**src/rtl/wb_pkg.sv**
```systemverilog
// Shared types and defaults for the register-file write-back controller.
package wb_pkg;
    localparam int WB_DATA_W = 32;
    localparam int WB_ADDR_W = 5;

    localparam logic [WB_DATA_W-1:0] ZeroWord = '0;

    typedef struct packed {
        logic [WB_ADDR_W-1:0] addr;
        logic [WB_DATA_W-1:0] data;
    } wb_entry_t;
endpackage

```
**src/rtl/wb_fifo.sv**
```systemverilog
// Dual-push / single-pop circular buffer; exposes storage so the owner can scan it.
module wb_fifo
    import wb_pkg::*;
#(
    parameter int  DEPTH = 4,
    parameter type T     = wb_entry_t,
    localparam int PTR_W = $clog2(DEPTH),
    localparam int CNT_W = PTR_W + 1
) (
    input  logic                 clk,
    input  logic                 rst,
    input  logic                 push0,
    input  T                     din0,
    input  logic                 push1,
    input  T                     din1,
    input  logic                 pop,
    output logic [CNT_W-1:0]     count,
    output logic [PTR_W-1:0]     head_ptr,
    output T                     head,
    output T [DEPTH-1:0]         mem
);
    T [DEPTH-1:0]     mem_q, mem_d;
    logic [PTR_W-1:0] head_q, head_d, tail_q, tail_d;
    logic [CNT_W-1:0] count_q, count_d;

    // push1 is only ever asserted together with push0 and lands one slot behind it
    always_comb begin
        mem_d  = mem_q;
        head_d = head_q;
        tail_d = tail_q;
        if (push0) begin
            mem_d[tail_q] = din0;
            tail_d        = tail_q + PTR_W'(1);
        end
        if (push1) begin
            mem_d[tail_q + PTR_W'(1)] = din1;
            tail_d                    = tail_q + PTR_W'(2);
        end
        if (pop) head_d = head_q + PTR_W'(1);
        count_d = count_q + CNT_W'(push0) + CNT_W'(push1) - CNT_W'(pop);
    end

    always_ff @(posedge clk or negedge rst) begin
        if (!rst) begin
            head_q  <= '0;
            tail_q  <= '0;
            count_q <= '0;
        end else begin
            head_q  <= head_d;
            tail_q  <= tail_d;
            count_q <= count_d;
        end
    end

    always_ff @(posedge clk) mem_q <= mem_d;

    assign count    = count_q;
    assign head_ptr = head_q;
    assign head     = mem_q[head_q];
    assign mem      = mem_q;
endmodule

```
**src/rtl/regfile_wb_ctrl.sv**
```systemverilog
// Write-back controller: merges load and ALU results in order and owns the register-file write port.
module regfile_wb_ctrl
    import wb_pkg::*;
#(
    parameter int DATA_W = WB_DATA_W,
    parameter int ADDR_W = WB_ADDR_W,
    parameter int DEPTH  = 4
) (
    input  logic              clk,
    input  logic              rst,
    input  logic              ld_valid,
    input  logic [ADDR_W-1:0] ld_addr,
    input  logic [DATA_W-1:0] ld_data,
    output logic              ld_ready,
    input  logic              alu_valid,
    input  logic [ADDR_W-1:0] alu_addr,
    input  logic [DATA_W-1:0] alu_data,
    output logic              alu_ready,
    output logic              write,
    output logic [ADDR_W-1:0] waddr1,
    output logic [DATA_W-1:0] din,
    input  logic [ADDR_W-1:0] raddr1,
    input  logic [ADDR_W-1:0] raddr2,
    output logic              fwd1_hit,
    output logic              fwd2_hit,
    output logic [DATA_W-1:0] fwd1_data,
    output logic [DATA_W-1:0] fwd2_data,
    output logic              wb_empty
);
    localparam int PTR_W = $clog2(DEPTH);
    localparam int CNT_W = PTR_W + 1;

    typedef struct packed {
        logic [ADDR_W-1:0] addr;
        logic [DATA_W-1:0] data;
    } entry_t;

    logic [CNT_W-1:0]   count;
    logic [PTR_W-1:0]   head_ptr;
    entry_t             head, din0, din1;
    entry_t [DEPTH-1:0] mem;
    logic               ld_acc, alu_acc, push0, push1, pop;

    // Readies look only at registered occupancy; ALU needs room for a same-cycle load too
    assign ld_ready  = rst && (count <= CNT_W'(DEPTH - 1));
    assign alu_ready = rst && (count <= CNT_W'(DEPTH - 2));
    assign ld_acc    = ld_valid  && ld_ready;
    assign alu_acc   = alu_valid && alu_ready;

    assign push0 = ld_acc || alu_acc;
    assign push1 = ld_acc && alu_acc;
    assign din0  = ld_acc ? entry_t'{ld_addr, ld_data} : entry_t'{alu_addr, alu_data};
    assign din1  = entry_t'{alu_addr, alu_data};
    assign pop   = (count != '0);

    wb_fifo #(.DEPTH(DEPTH), .T(entry_t)) u_fifo (
        .clk      (clk),
        .rst      (rst),
        .push0    (push0),
        .din0     (din0),
        .push1    (push1),
        .din1     (din1),
        .pop      (pop),
        .count    (count),
        .head_ptr (head_ptr),
        .head     (head),
        .mem      (mem)
    );

    assign write    = pop;
    assign waddr1   = pop ? head.addr : '0;
    assign din      = pop ? head.data : DATA_W'(ZeroWord);
    assign wb_empty = !pop;

    // Scan oldest to youngest so the last match (youngest) wins
    logic [PTR_W-1:0] idx;
    always_comb begin
        fwd1_hit  = 1'b0;
        fwd2_hit  = 1'b0;
        fwd1_data = DATA_W'(ZeroWord);
        fwd2_data = DATA_W'(ZeroWord);
        idx       = head_ptr;
        for (int i = 0; i < DEPTH; i++) begin
            idx = head_ptr + PTR_W'(i);
            if (CNT_W'(i) < count) begin
                if (mem[idx].addr == raddr1) begin
                    fwd1_hit  = 1'b1;
                    fwd1_data = mem[idx].data;
                end
                if (mem[idx].addr == raddr2) begin
                    fwd2_hit  = 1'b1;
                    fwd2_data = mem[idx].data;
                end
            end
        end
    end
endmodule

```
**config.mk**
```make
export PLATFORM = sky130hd
export DESIGN_NAME = regfile_wb_ctrl
export DESIGN_NICKNAME = d
export VERILOG_FILES = /design/src/rtl/wb_pkg.sv /design/src/rtl/wb_fifo.sv /design/src/rtl/regfile_wb_ctrl.sv
export SDC_FILE = /design/constraint.sdc
export NUM_CORES = 1
export LEC_CHECK = 0
export CORE_MARGIN = 4
export CORE_UTILIZATION = 38
export CTS_CLUSTER_SIZE = 16
export DETAILED_ROUTE_END_ITERATION = 16
export MAX_ROUTING_LAYER = met4
export PLACE_DENSITY = 0.58
export SLEW_MARGIN = 20
export SYNTH_ARGS = -nofsm -noshare
export SYNTH_HDL_FRONTEND = slang
export SYNTH_HIERARCHICAL = 1
export SYNTH_SLANG_ARGS = --single-unit
```
**constraint.sdc**
```tcl
create_clock -name clk -period 8.7 [get_ports clk]
set_input_delay 1.74 -clock clk [delete_from_list [all_inputs] [get_ports clk]]
set_output_delay 1.74 -clock clk [all_outputs]
set_load 0.01 [all_outputs]
```
==> metrics.md, run 1 <==
| Metric | Value |
|---|---|
| Status | `completed` |
| Setup violations, final | `0` |
| First-pass GRT wire length | `92900 um` |
| Post-CTS Setup Bufs | `0` |
| Initial antenna violation count | `1` |
| Cells after Synth | `approximately 1700` |
| Port bufs | `between 150 and 200` |
| Area leader, netlist | `mux4_2` |
| CP Max Fanout | `33` |
| Die Ht | `approximately 220 um` |
| Routed WL | `61300 um` |
| CTS Sinks | `about 160` |
| HP Start | `u_fifo/count[0]$_DFF_PN0_` |
| Post-synth top flop | `dfxtp_1` |
| Vias in the first global route | `15027` |
| Register area share after synthesis | `18.3%` |
| All-Layer GR Usage | `roughly 25%` |
| Top cell type's share of synthesized area | `~23%` |
| WP data required | `6960 ps` |
| Overflow after GRT | `0` |
| Clock Tree Root | `clkbuf_16` |
| Mapped Area | `roughly 17000 um2` |
| Max transition margin | `19.1%` |
| I/O Pins | `195` |
| Final worst-path cycle share | `80.7%` |
| Post_cts resized | `0` |
| Max Fclk | `142 MHz` |
| Post-synth EDFFs | `0` |
| Largest net degree at the start of global routing | `209` |
| Cell Chain, Critical Path | `clkdlybuf4s50_1 > xnor2_1 > and4_2 > buf_4 > and3_2 > o311ai_0 > a22o_1 > clkdlybuf4s50_1` |
| Slowest stage cell on the critical path | `and3_2` |
| H-tree levels | `4` |
| Routed via count | `15569` |
| CTS clock-pin slew for the worst setup and hold paths | `60 ps` |
| Initial Util | `38.5%` |
| Ant diodes | `0` |
| Max cap viols | `0` |
| CTS Buf Count | `17` |
| Ys async rst share | `4.52%` |
| Drt initial violations | `1666` |
| Post-CTS Hold Fix Bufs | `0` |
| Worst flop-to-flop path startpoint | `u_fifo/count[2]$_DFF_PN0_` |
| CTS tree | `done` |
| Yosys Warn Count | `6` |
| Crit path time final | `7020 ps` |
| Worst Skew | `8.15 ps` |
| First-pass DRT Iterations | `7` |
| Syn avg cell area | `9.90 um2` |
| CP startpoint kind | `primary input` |
| Vias per inst | `6.64` |
| Fin Setup TNS | `0 ps` |
| CORE AREA | `44400 um2` |
| FF+latch count, synth | `about 160` |
| Syn nets | `approximately 1800` |
| Filler cells | `4157` |
| Pwr Density | `432 nW/um2` |
| Max VDD drop | `0.278 mV` |
| Crit path arrival time | `between 5000 and 6000 ps` |
| Setup crit end kind | `primary output` |
| RSZ-0062 raised after global routing | `no` |
| Ratio of cells with drive above 1 in the final layout | `between 20% and 30%` |
| Hpwl dp | `roughly 37000 um` |
| Antenna Nets Post-Route | `0` |
| Slew Limit Fails | `0` |
| Routed WL per cell | `26.2 um` |
| Placement Setup Slack | `between 1500 and 2000 ps` |
| Synth cell types | `62` |
| Fin. Hold Viols | `0` |
| Crit Path Category | `primary input to primary output` |
| Slew @ Worst Pin | `1210 ps` |
| Chip width | `220 um` |
| Die footprint | `48500 um2` |
| Pleak | `0.00716 uW` |
| Final worst slack | `around 1700 ps` |
| Slowest stage delay, CP | `roughly 860 ps` |
| Nets | `1838` |
| Area growth from synthesis to layout | `13.7%` |
| Critical Path Start | `raddr2[0]` |
| RD Place Congestion | `0.895` |
| Skew-Pair Late Insertion Delay | `440 ps` |
| CTS Buffer Depth | `2` |
| Top cells by area, synth | `mux4_2, dfxtp_1, a21bo_2, and3b_1, a31oi_1` |
| DR DRC count | `0` |
| FP Rows | `77` |
| Hold WC Path Type | `flip-flop to flip-flop` |
| Most used cell, CP | `clkdlybuf4s50_1` |
-- layout make-up --
type / count / area (um2) / area share [%]
clock buffer: 21 / 450 / 2.31
clock inverter: 10 / 71.3 / 0.366
inverter: 63 / 236 / 1.21
multi-input combinational: 1288 / 12700 / 65.3
sequential: 155 / 3150 / 16.2
tap: 592 / 741 / 3.80
timing repair buffer: 214 / 2120 / 10.9
-- per-stage QoR --
step | hold WS, ps | util, % | instances | instance area (um2) | total power [uW]
2_1_floorplan | 542 | - | 1730 | 17100 | 5820
3_3_place_gp | 575 | 42.6 | 2311 | 18900 | 7550
3_5_place_dp | 606 | 42.6 | 2311 | 18900 | 7650
4_1_cts | 620 | 43.8 | 2342 | 19500 | 8380
5_1_grt | 648 | 43.8 | 2343 | 19500 | 8920
6_report | 606 | 43.8 | 2343 | 19500 | 8420
-- cells in the mapped netlist (3+ instances only) --
cell / number
a21bo_2: 148
a211oi_1: 9
nor2b_1: 11
and2_1: 38
o31ai_1: 4
xor2_1: 9
a31oi_1: 148
o311ai_1: 7
buf_6: 11
nor3b_1: 32
nor2_4: 29
mux2i_1: 16
and3_1: 3
and3b_1: 148
mux2_2: 38
buf_12: 4
xnor2_1: 36
inv_1: 63
ha_1: 9
buf_1: 9
clkbuf_1: 111
o31ai_2: 30
dfrtp_1: 7
nand4_1: 35
mux4_2: 173
a21oi_1: 35
nand2_2: 4
nand2_1: 46
dfxtp_1: 148
o22a_1: 4
nand3_1: 151
buf_4: 18
a22o_1: 29
o311ai_0: 21
a311oi_1: 31
buf_2: 71
nor2_1: 8
-- state kept, by name (all words and copies together), names as in the netlist --
signal / cells
u_fifo/mem: 148
u_fifo/head_ptr: 2
u_fifo/count: 3
u_fifo/tail_q: 2
-- worst max-delay path, delay by kind of cell --
kind	cells	cell delay, ps
and+or+nand+nor	2	1150
xor gates and xnor gates	1	320
AOI/OAI and AO/OA	2	560
buffers and inverters	3	1500
-- logic make-up after synthesis --
| family | count (synthesis) | share of synthesized area, % |
|---|---|---|
| AND/OR/NAND/NOR | 522 | 20.6 |
| adder cells (fa/ha/maj) | 11 | 0.892 |
| AO/OA/AOI/OAI | 480 | 23.3 |
| multiplexers | 228 | 26.3 |
| buffers and inverters | 287 | 8.07 |
| XOR/XNOR | 47 | 2.49 |
| flip-flops | 155 | 18.3 |
-- routing by layer --
layer  up-vias  wire length (um)  share of wire [%]  global-route usage [%]
li1       6823                 -                  -                       -
met1      7795             25100                 41                    32.5
met2       817             29300                 48                    40.3
met3       134              4720                7.7                    4.34
met4         0              2220                3.6                    9.57
met5         -                 0                  0                       -
-- cell usage in the layout (no fill, tap or decap), types with 9 or more instances in the layout --
cell	n
and3b_1	148
xnor2_1	36
inv_1	62
mux2_2	38
nor3b_1	32
nand3_1	151
a21oi_1	35
o31ai_2	30
o311ai_0	21
a31oi_1	148
mux2i_1	16
a21bo_2	148
nand4_1	35
dfxtp_1	148
xor2_1	9
nor2b_1	11
clkdlybuf4s50_1	194
buf_4	17
nand2_1	42
and2_1	38
a22o_1	29
a311oi_1	31
mux4_2	173
clkbuf_16	17
a211oi_1	9
nor2_4	31
-- path summary, 6_finish.rpt --
| kind | to | slack, ps | cells after the start |
|---|---|---|---|
| max in group asynchronous | u_fifo/head_ptr[1]$_DFFE_PN0P_ | 6780 | 1 |
| worst max-delay path | fwd2_data[0] | 1680 | 8 |
| worst max register to register | u_fifo/count[2]$_DFF_PN0_ | 5180 | 10 |
| worst min register to register | u_fifo/count[0]$_DFF_PN0_ | 610 | 1 |
| worst min-delay path | u_fifo/count[0]$_DFF_PN0_ | 610 | 1 |
| min in group asynchronous | u_fifo/count[2]$_DFF_PN0_ | 1600 | 1 |
-- where the power goes --
group	leakage, uW	switching, uW	internal [uW]
Sequential	0.00132	557	1080
Clock	0.000234	332	371
Combinational	0.00561	3050	3020
Total	0.00716	3940	4480
No activity file was read; power rests on OpenSTA's default activity.
==> run 2: changes to the inputs <==
- clock period: 8.7 -> 7.3 ns (I/O delays scaled with it)
==> run 2 against run 1 <==
Register-to-register slack worse by 1200 ps. Highest routed layer unchanged. Non-clock buffer count is 7 higher. Critical endpoint is now fwd2_data[1]. Combinational power is 19% higher. Final area is 0.49% higher. First-iteration DRC count is 22% higher. Routed wire length is 0.39% higher. Clock skew is 0.68 ps lower. Die area stayed put. Critical path type is now flip-flop to primary output.
==> metrics.md, run 2 (same netlist as run 1, synthesis figures left out) <==
| Metric | Value |
|---|---|
| Status | `completed` |
| Max VDD drop | `0.289 mV` |
| Post-CTS Hold Fix Bufs | `0` |
| Largest net degree at the start of global routing | `116` |
| Initial antenna violation count | `0` |
| Max cap viols | `0` |
| Initial Util | `about 39%` |
| Crit path arrival time | `4870 ps` |
| Skew-Pair Late Insertion Delay | `~440 ps` |
| Sequential share of power | `slightly below 20%` |
| Routed WL per cell | `26.2 um` |
| Max transition margin | `21.7%` |
| Pleak | `0.00723 uW` |
| GRT met3 Usage | `under 10%` |
| DR DRC count | `0` |
| Die footprint | `just under 50000 um2` |
| CP startpoint kind | `flip-flop` |
| Met2 GRT Util | `39.6%` |
| All-Layer GR Usage | `25.5%` |
| Met1 Track Usage GR | `33.7%` |
| Hold WC Path Type | `flip-flop to flip-flop` |
| CP Max Fanout | `57` |
| Net Switching | `between 4000 and 5000 uW` |
| Crit path time final | `6330 ps` |
| Max Fclk | `158 MHz` |
| First-pass DRT Iterations | `6` |
| Reg2Reg Depth | `6` |
| Gate power share | `71.7%` |
| Antenna Nets Post-Route | `0` |
| Ant diodes | `0` |
| Nets | `1845` |
| Switch share | `between 40 and 50%` |
| Fin Setup TNS | `0 ps` |
| Vias in the first global route | `15079` |
| First-pass GRT wire length | `93800 um` |
| Slew Limit Fails | `0` |
| Routed via count | `15586` |
| Most common cell after layout, fill and taps aside | `clkdlybuf4s50_1` |
| Filler cells | `4204` |
| Worst Skew | `7.48 ps` |
| Setup crit end kind | `primary output` |
| Final worst-path cycle share | `86.7%` |
| Setup violations, final | `0` |
| CTS Buffer Depth | `2` |
| Drt initial violations | `2037` |
| Post-CTS Setup Bufs | `0` |
| Chip width | `220 um` |
| Post_cts resized | `0` |
| HP Start | `u_fifo/count[0]$_DFF_PN0_` |
| H-tree levels | `4` |
| CTS Sinks | `155` |
| RSZ-0062 raised after global routing | `no` |
| Vias per inst | `6.63` |
| Crit Path Category | `flip-flop to primary output` |
| Area growth from synthesis to layout | `14.3%` |
| Slew @ Worst Pin | `1170 ps` |
| Placement Setup Slack | `1090 ps` |
| Hpwl dp | `between 30000 and 40000 um` |
| Pwr Density | `517 nW/um2` |
| Ratio of cells with drive above 1 in the final layout | `29.0%` |
| Clock Power Share | `a little under a tenth` |
| Die Ht | `220 um` |
| Hold depth | `1` |
| WP data required | `5840 ps` |
| Max reg flops | `around 150` |
| Fin. Hold Viols | `0` |
| I/O Pins | `between 150 and 200` |
| RD Place Congestion | `0.867` |
| Most frequent cells in the layout | `clkdlybuf4s50_1, mux4_2, nand3_1` |
| R2R Setup Slk | `4010 ps` |
| Critical Path Start | `u_fifo/head_ptr[0]$_DFFE_PN0P_` |
| Port bufs | `194` |
| CTS Buf Count | `17` |
| Worst flop-to-flop path startpoint | `u_fifo/count[2]$_DFF_PN0_` |
| CORE AREA | `44400 um2` |
| Reg-to-Reg End | `u_fifo/mem[109]$_DFF_P_` |
| Routed WL | `around 62000 um` |
| Final worst slack | `968 ps` |
| CTS tree | `done` |
| FP Rows | `77` |
| Power Internal | `5410 uW` |
| Clock Tree Root | `clkbuf_16` |
| Overflow after GRT | `0` |
| Busiest grt layer | `met2` |
| CTS clock-pin slew for the worst setup and hold paths | `70 ps` |
| End of the critical path | `fwd2_data[1]` |
[run 2: critical path, cell delays in order (launching register included)]
cell and delay (ps):
dfrtp_4 730, buf_4 770, mux4_2 460, xnor2_1 160, and4_2 260, and3_2 500
o211a_1 350, o31ai_1 540, clkdlybuf4s50_1 660
[run 2: metrics by stage]
stage | cells | utilization, % | area (um2) | power [uW] | hold slack, ps
2_1_floorplan | 1730 | - | 17100 | 6930 | 542
3_3_place_gp | 2319 | 42.7 | 19000 | 8980 | 577
3_5_place_dp | 2319 | 42.7 | 19000 | 9100 | 579
4_1_cts | 2350 | 44.0 | 19600 | 10100 | 594
5_1_grt | 2350 | 44.1 | 19600 | 10700 | 630
6_report | 2350 | 44.1 | 19600 | 10100 | 599
[run 2: worst min path at each step]
stage | to
after floorplan | u_fifo/tail_q[1]$_DFFE_PN0P_
after CTS | u_fifo/count[0]$_DFF_PN0_
after detailed placement | u_fifo/count[0]$_DFF_PN0_
final | u_fifo/count[0]$_DFF_PN0_
after global placement | u_fifo/count[0]$_DFF_PN0_
after global routing | u_fifo/count[0]$_DFF_PN0_
[run 2: layer usage]
layer,routed length (um),up-vias
li1,-,6831
met2,28900,796
met4,2320,0
met5,0,-
met1,25800,7809
met3,4550,150
[run 2: final cells by class]
cell class              count  area, um2  area share (%)
clock buffers              21        460            2.35
clock inverters            10        119           0.607
inverters                  63        236            1.21
multi-input cells        1288      12700            65.0
flip-flops and latches    155       3150            16.1
well taps                 592        741            3.79
repair buffers            221       2150            11.0
[run 2: power by group through the flow]
stage               Sequential (uW)  Clock, uW  Combinational (uW)
floorplan                      1650          0                5290
global placement               1890          0                7090
detailed placement             1950          0                7150
CTS                            1930        927                7190
global route                   2050        961                7710
finish                         1950        916                7250
==> run 3: changes to the inputs <==
- REMOVE_ABC_BUFFERS: unset -> 1
==> run 3 against run 2 <==
Sequential power is essentially flat. Sequential cell count stayed put. Critical path depth did not move. Clock skew rose by 8.2 ps. Setup slack better by 250 ps. Worst hold slack worse by 8.2 ps. Final cell count is essentially flat. Non-clock buffer count shrank 2. Via count grew 0.79%. First-iteration DRC count decreased by 27%. Final area up 0.37%. Largest cell class unchanged. Largest power group unchanged.
==> metrics.md, run 3 (same netlist as run 1, synthesis figures left out) <==
| Metric | Value |
|---|---|
| Final worst slack | `1220 ps` |
| CTS clock-pin slew for the worst setup and hold paths | `80 ps` |
| CTS tree | `done` |
| Vias in the first global route | `~15000` |
| Overflow after GRT | `0` |
| Crit Path Category | `primary input to primary output` |
| Ant diodes | `0` |
| Initial antenna violation count | `0` |
| Vias per inst | `~6.7` |
| Clock Tree Root | `clkbuf_16` |
| Initial Util | `38.5%` |
| Skew-Pair Late Insertion Delay | `between 400 and 500 ps` |
| Fin. Hold Viols | `0` |
| Chip width | `~220 um` |
| RD Place Congestion | `0.863` |
| WP data required | `5840 ps` |
| CP startpoint kind | `primary input` |
| Die footprint | `48500 um2` |
| Pwr Density | `517 nW/um2` |
| Cell Area, Placed | `19000 um2` |
| Slew Limit Fails | `0` |
| Largest net degree at the start of global routing | `171` |
| Max reg flops | `between 100 and 150` |
| CP Max Fanout | `24` |
| Non-Filler Cell Area, Final | `19600 um2` |
| Post-CTS Setup Bufs | `0` |
| CTS Sinks | `155` |
| I/O Pins | `195` |
| Pleak | `0.00727 uW` |
| Util after Layout | `between 40% and 50%` |
| Max transition margin | `between 20 and 25%` |
| H-tree levels | `4` |
| Most common cell after layout, fill and taps aside | `clkdlybuf4s50_1` |
| Setup violations, final | `0` |
| Most frequent cells in the layout | `clkdlybuf4s50_1, mux4_2, nand3_1` |
| Max cap viols | `0` |
| Final worst-path cycle share | `83.3%` |
| Slew @ Worst Pin | `1190 ps` |
| Setup crit end kind | `primary output` |
| Die Ht | `220 um` |
| Routed WL | `62900 um` |
| Hpwl dp | `36700 um` |
| Fin cells | `2349` |
| Post-CTS Hold Fix Bufs | `0` |
| Port bufs | `between 150 and 200` |
| Hold WC Path Type | `flip-flop to flip-flop` |
| Routed WL per cell | `26.8 um` |
| RSZ-0062 raised after global routing | `no` |
| First-pass GRT wire length | `94600 um` |
| Max VDD drop | `0.265 mV` |
| Placement Setup Slack | `1280 ps` |
| Worst Skew | `roughly 16 ps` |
| All-Layer GR Usage | `26.0%` |
| Crit path time final | `6080 ps` |
| FP Rows | `77` |
| Filler cells | `4194` |
| Drt initial violations | `approximately 1500` |
| DR DRC count | `0` |
| Placed insts | `around 2300` |
| First-pass DRT Iterations | `5` |
| Area growth from synthesis to layout | `14.7%` |
| CTS Buffer Depth | `2` |
| Max Fclk | `164 MHz` |
| CTS Buf Count | `17` |
| Crit path arrival time | `~4600 ps` |
| Nets | `1843` |
| Routed via count | `15709` |
| Post_cts resized | `0` |
| CORE AREA | `44400 um2` |
| Ratio of cells with drive above 1 in the final layout | `28.9%` |
| Antenna Nets Post-Route | `0` |
| Status | `completed` |
==> run 3: worst paths after layout <==
kind / to / cells past startpoint / startpoint / slack (ps)
worst min register to register: u_fifo/count[0]$_DFF_PN0_ / 1 / u_fifo/count[0]$_DFF_PN0_ / 590
min in group asynchronous: u_fifo/count[0]$_DFF_PN0_ / 1 / rst / 1340
worst max register to register: u_fifo/mem[20]$_DFF_P_ / 6 / u_fifo/count[2]$_DFF_PN0_ / 4160
worst max-delay path: fwd2_data[7] / 8 / raddr2[2] / 1220
max in group asynchronous: u_fifo/head_ptr[1]$_DFFE_PN0P_ / 1 / rst / 5600
worst min-delay path: u_fifo/count[0]$_DFF_PN0_ / 1 / u_fifo/count[0]$_DFF_PN0_ / 590
==> run 3: cell type report <==
class                   instances  area (um2)  share of cell area [%]
multi-input cells            1288       12700                    64.7
clock inverters                12         139                   0.707
flip-flops and latches        155        3150                    16.0
clock buffers                  20         447                    2.27
well taps                     592         741                    3.77
repair buffers                219        2220                    11.3
inverters                      63         236                    1.20
==> run 3: worst max-delay path: stages <==
cell             delay (ps)
clkdlybuf4s50_1         670
xnor2_1                 170
nand4_1                 360
nor2_4                  750
buf_4                   430
a21oi_1                  70
a22o_1                  210
clkdlybuf4s50_1         490
==> run 3: power breakdown <==
| group | internal, uW | switching [uW] |
|---|---|---|
| Clock | 517 | 403 |
| Combinational | 3620 | 3650 |
| Sequential | 1290 | 677 |
==> run 3: through the flow <==
step                      setup TNS [ps]  total power, uW  hold slack, ps
after CTS                              0            10100             597
after detailed placement               0             9120             580
after floorplan                  -354570             7150             545
final                                  0            10200             591
after global placement                 0             9000             577
after global routing                   0            10700             631
==> run 3: routing by layer <==
layer	routed length, um	up-vias	track usage [%]
li1	-	6826	-
met2	29600	786	40.2
met1	26200	7954	34.4
met3	5070	143	4.30
met5	0	-	-
met4	2080	0	9.67
